$ cat config.mk
export PLATFORM = sky130hd
export DESIGN_NAME = countdown_timer
export DESIGN_NICKNAME = d
export VERILOG_FILES = /design/src/rtl/countdown_timer_pkg.sv /design/src/rtl/countdown_timer.sv
export SDC_FILE = /design/constraint.sdc
export NUM_CORES = 1
export LEC_CHECK = 0
export BUFFER_PORTS_ARGS = -buffer_cell sky130_fd_sc_hd__buf_2
export CORE_AREA = 2 2 39 41
export DETAILED_ROUTE_END_ITERATION = 12
export DIE_AREA = 0 0 41 43
export PLACE_DENSITY_LB_ADDON = 0.08
export SETUP_SLACK_MARGIN = 0.1
export SYNTH_ARGS = -nofsm -noshare
export SYNTH_HDL_FRONTEND = slang
export SYNTH_SLANG_ARGS = --single-unit
$ cat constraint.sdc
create_clock -name clock -period 1.7 [get_ports clock]
set_input_delay 0 -clock clock [delete_from_list [all_inputs] [get_ports clock]]
set_output_delay 0 -clock clock [all_outputs]
set_load 0.1 [all_outputs]
$ cat src/rtl/countdown_timer_pkg.sv
// Shared constants for the loadable down-counter: FSM state encoding and default width.
package countdown_timer_pkg;

    typedef logic cdt_state_t;

    localparam cdt_state_t ST_IDLE  = 1'b0;
    localparam cdt_state_t ST_ARMED = 1'b1;

    localparam int CDT_DEFAULT_WIDTH = 4;

endpackage

$ cat src/rtl/countdown_timer.sv
// Loadable down-counter that flags terminal count, with one-shot or auto-reload operation.
// Latency: load visible one edge later; expire is a registered pulse in the cycle after the terminal edge.
// Backpressure: none; enable=0 freezes the count, and a load always wins over a decrement.
module countdown_timer
    import countdown_timer_pkg::*;
#(
    parameter int WIDTH = CDT_DEFAULT_WIDTH
) (
    input  logic             clock,
    input  logic             reset,
    input  logic             load_en,
    input  logic [WIDTH-1:0] load_value,
    input  logic             enable,
    input  logic             auto_reload,
    output logic [WIDTH-1:0] count_out,
    output logic             running,
    output logic             expire
);

    cdt_state_t       state_q,  state_d;
    logic [WIDTH-1:0] count_q,  count_d;
    logic [WIDTH-1:0] reload_q, reload_d;
    logic             expire_q, expire_d;
    logic             terminal;

    always_ff @(posedge clock or negedge reset) begin
        if (!reset) begin
            state_q  <= ST_IDLE;
            count_q  <= '0;
            reload_q <= '0;
            expire_q <= 1'b0;
        end else begin
            state_q  <= state_d;
            count_q  <= count_d;
            reload_q <= reload_d;
            expire_q <= expire_d;
        end
    end

    // ARMED guarantees count_q >= 1, so the decrement below can never wrap.
    assign terminal = (count_q == WIDTH'(1));

    always_comb begin
        state_d  = state_q;
        count_d  = count_q;
        reload_d = reload_q;
        expire_d = 1'b0;
        if (load_en) begin
            count_d  = load_value;
            reload_d = load_value;
            state_d  = (load_value != '0) ? ST_ARMED : ST_IDLE;
        end else if (state_q == ST_ARMED && enable) begin
            if (terminal) begin
                expire_d = 1'b1;
                if (auto_reload && reload_q != '0) begin
                    count_d = reload_q;
                end else begin
                    count_d = '0;
                    state_d = ST_IDLE;
                end
            end else begin
                count_d = count_q - WIDTH'(1);
            end
        end
    end

    always_comb begin
        running   = (state_q == ST_ARMED);
        count_out = count_q;
        expire    = expire_q;
    end

endmodule

# == Yosys cells after proc, flatten, opt, wreduce, memory -nomap -nowiden ==
# Cells that the tools add are included.
# word_totals
ff_bits,10
latch_bits,0
output_inout_bits,6
inputBits,9
ram_bits,0
mem_bits_ro,0
elab_cells,26
memories,0
# classes
bitwise_logic,0
n_mul,0
n_mux,12
div_mod_pow,0
n_eq_ne,2
addsub,1
magnitude_cmp,0
n_reduce_logical,7
shifts,0
# ops
op,count
2-to-1 mux 4 bit,4
2-to-1 mux 1 bit,8
nonzero test 4 bit,2
"equality test 4 x 1 -> 1 bit, second input constant",1
nonzero test 2 bit,2
"subtractor 4 x 1 -> 4 bit, second input constant",1
AND reduction 3 bit,1
logical AND 1 bit,2
"!= test 2 bit, second input constant",1

# == Logic depth before layout (Yosys ltp) ==
# depth
ltp_word,6
mapped_depth,5
depth_no_buf,5

# == Worst setup path after synthesis ==
# No wires, ideal clock.
# synth_path
path_kind,reg-to-reg
startpoint,reg count_q[0] (netlist: count_out[0])
endpoint,reg count_q[1] (netlist: count_out[1])
setup_time_ns,0.096
path_stages_with_launch,5
path_slack_ns,-0.468
required_ns,1.604
synth_period_minus_slack_ns,2.168
arrival_time_ns,2.072
path_buffers,0
path_cell_list,dfrtp_1 -> ha_1 -> nor3b_2 -> mux2_1 -> o31ai_1
# synth_between
elab_chain_cells,4
word_cells_on_any_way,5
cone_classes,add/sub: 1; eq/ne: 1; mux: 3
# synth_lines
item,line_no,source
start: declaration,countdown_timer.sv:21,"logic [WIDTH-1:0] count_q, count_d;"
start signal: assignment,countdown_timer.sv:34,count_q <= count_d;
subtractor 4 x 1 -> 4 bit or equality test 4 x 1 -> 1 bit (tied branches),"countdown_timer.sv:62, countdown_timer.sv:41",
2-to-1 mux 4 bit *,countdown_timer.sv:53,if (terminal) begin
2-to-1 mux 4 bit *,countdown_timer.sv:52,end else if (state_q == ST_ARMED && enable) begin
2-to-1 mux 4 bit *,countdown_timer.sv:48,if (load_en) begin
# Every way passes the cells marked *; elsewhere a longest branch is shown, timed or not. The select of a mux whose other input is x is not followed.
# A chain may end at the register's enable or synchronous reset.

# == Worst setup path in the final report ==
# layout_path
startpoint,reg count_q[1] (netlist: count_out[1])
endpoint,reg count_q[1] (netlist: count_out[1])
# Same word-level chain as after synthesis.

==> qor.csv <==
stage,metric,value,unit
drt,wire_per_inst,15.28,um
pwr,p_total,771.5,uW
worst_setup_path,crit_chain,inv_4 -> ha_4 -> nor3b_4 -> mux2_4 -> o31ai_2,
worst_setup_path,cp_slowest_cell,dfrtp_4,
worst_setup_path,setup.worst_path.start_class,flip-flop,
worst_setup_path,critical_path_class,flip-flop to flip-flop,
floorplanning,io_pins,15,
finish,fill_cells,134,
global_route,grt_max_degree,19,
global_route,grt_first_pass_wirelength,2615,um
pwr,p_leak,0.3544,nW
global_route,grt_usage,0.2264,
global_route,grt_pass1_vias,562,
status,status,"complete, no violations",
drt,firstDrtPassIters,4,
sta,skew,11.78,ps
worst_setup_path,regToRegSetupSlack,150,ps
cts,cts_tree,done,
floorplanning,fp.coreArea,1384,um^2
worst_setup_path,r2r_end,count_out[1],
cts,root_buffer,clkbuf_4,
drt,drc,0,
placement,dp_hpwl,1002,um
sta,worstMarginPinSlew,491.0,ps
sta,setup-tns-final,0,ps
cts,numCtsBuffers,3,
drt,ant_nets,0,
sta,post-route-period-util,0.9140,
synth,synth-seq-cells,10,
synth,yosysWarnings,0,
finish,syn_to_final_growth,40.09,%
sta,hold_viol,0,
worst_setup_path,slowest_delay,500,ps
cts,cts.sinks,10,
synth,synthTopCellsByArea,"dfrtp_1 (44%), o41ai_1 (6.2%), ha_1 (4.4%)",
worst_setup_path,crit_required,1870,ps
synth,mappedNetlistNets,68,
floorplanning,fp-row-count,14,
placement,place.gp.congestion,0.8086,
synth,synth_area_leader_cell,dfrtp_1,
finish,final_common_cell,buf_2,
worst_setup_path,critPathMaxFanout,5,
finish,fin_nets,93,
sta,fmax,643.6,MHz
sta,setup_violations,0,
worst_setup_path,worstSetupEndpoint,count_out[1],
flow_run,drv_cap,0,
floorplanning,die_h,43,um
drt,via_per_inst,5.691,
pwr,power.density,969.5,nW/um^2
cts,cts-htree-levels,1,
cts,cts_buffer_depth,2,
floorplanning,start_util,0.4105,
cts,cts.clk_slew.worst_paths,60,ps
finish,drive_above_1_share,0.4321,
min_path,hp-start,load_value[2],
pwr,peakVddDrop,536.5,uV
sta,fin_ws,146.2,ps
synth,netlist-cell-type-count,26,
min_path,hold_class,primary input to flip-flop,
synth,synth_top_area_frac,0.4405,
synth,ys_seq_area_frac,0.4405,
synth,synthesis.area,568.0,um^2
synth,syn_inst,57,
cts,clk_latency,270,ps
worst_setup_path,worstRegToRegCells,5,
min_path,min_path_cells,2,
finish,final_cell_mix,"buf_2 (14), nand2_1 (5), dfrtp_1 (5)",
finish,antennaDiodeCount,0,
drt,drtIter0Drc,13,
sta,maxSlewHeadroom,0.6749,
synth,syn_avg_cell_area,9.966,um^2
floorplanning,die_area,1763,um^2
global_route,gr-total-overflow,0,
worst_setup_path,crit_path_end_kind,flip-flop,
sta,rsz0062_at_grt,false,
worst_setup_path,r2r_start,count_out[1],
sta,report.final.slew_viol_count,0,
floorplanning,dieWidth,41,um
sta,layout_min_cycle_time,1554,ps
drt,dr_total_vias,552,
worst_setup_path,crit_arrival,1720,ps
drt,wl,1482,um
placement,dp_worst_setup_slack,114.5,ps
global_route,antenna_found_initial,0,
placement,io_buffers,14,
worst_setup_path,setup.worst_path.start,count_out[1],
-- metal layers --
metal  track usage  up-vias  share of wire
met5             0        -              0
met4        0.1400        0          0.013
met3       0.04188        2          0.070
met2        0.3188       25           0.50
met1        0.3067      264           0.42
li1              -      261              -
-- through the flow --
step,cell area (um^2),hold WS [ps],cells,util
final,795.8,22.36,97,0.5750
after global routing,795.8,31.43,97,0.5750
after CTS,745.7,6.060,93,0.5389
after detailed placement,679.4,-122.0,85,0.4910
after global placement,679.4,-120.0,85,0.4910
after floorplan,598.1,-295.6,57,-
-- kinds of logic (layout without fill, tap and decap cells) --
logic type | Yosys count | count (layout) | share of synthesized area
AND/OR/NAND/NOR | 17 | 17 | 0.1762
flip-flops | 10 | 10 | 0.4405
buffers and inverters | 7 | 31 | 0.04845
AO/OA/AOI/OAI | 17 | 17 | 0.2137
multiplexers | 4 | 4 | 0.07709
adder cells (fa/ha/maj) | 2 | 2 | 0.04405
-- what timing repair did --
item | in CTS | in global routing
hold buffers | 4 | 0
setup buffers | 0 | 4
gates resized for setup | 0 | 5
endpoints found under the hold margin | 14 | 0
setup endpoints to repair | 0 | 2
-- cells in the mapped netlist --
cell	count
o21a_1	1
o21ai_0	2
clkbuf_1	1
o41ai_1	4
inv_1	5
nor4_1	1
mux2i_1	1
nor3_1	2
a311oi_1	1
nor2b_1	2
dfrtp_1	10
mux2_2	2
nand2_1	5
a311o_1	1
a21oi_1	4
nand2b_1	1
nor3b_2	1
nor2_1	1
nand3_1	2
ha_1	2
o31ai_1	1
mux2_1	1
a22oi_1	3
buf_2	1
or4b_1	1
and4b_1	1
-- sequential cells by signal, summed over array words and instances, names as in the netlist --
signal,count
count_out,4
expire,1
reload_q,4
running,1
-- how the worst min path moves through the flow --
stage | to | slack (ps)
after detailed placement | count_out[1] | -120
after floorplan | count_out[2] | -300
after global placement | expire | -120
after CTS | reload_q[2] | 6
after global routing | reload_q[1] | 30
final | reload_q[2] | 20
-- report_power, final --
part	internal, mW	switching, mW	total (mW)
Sequential	0.268	0.0386	0.306
Clock	0.0906	0.0832	0.174
Combinational	0.0992	0.192	0.291
-- critical path: cells and delay by family (launching register included) --
kind	cells	cell delay [ps]
adder cells (fa/ha/maj)	1	150
AND/OR/NAND/NOR	1	240
multiplexers	1	330
flip-flops	1	500
AO/OA/AOI/OAI	1	170
buffers and inverters	1	70
-- area by class of cell --
class,count,area (um^2),area share
clock buffers,4,26.28,0.03302
inverters,5,21.27,0.02673
multi-input cells,40,326.6,0.4104
flip-flops and latches,10,261.5,0.3286
well taps,16,20.02,0.02516
repair buffers,22,140.1,0.1761
(Power assumes the default switching activity.)
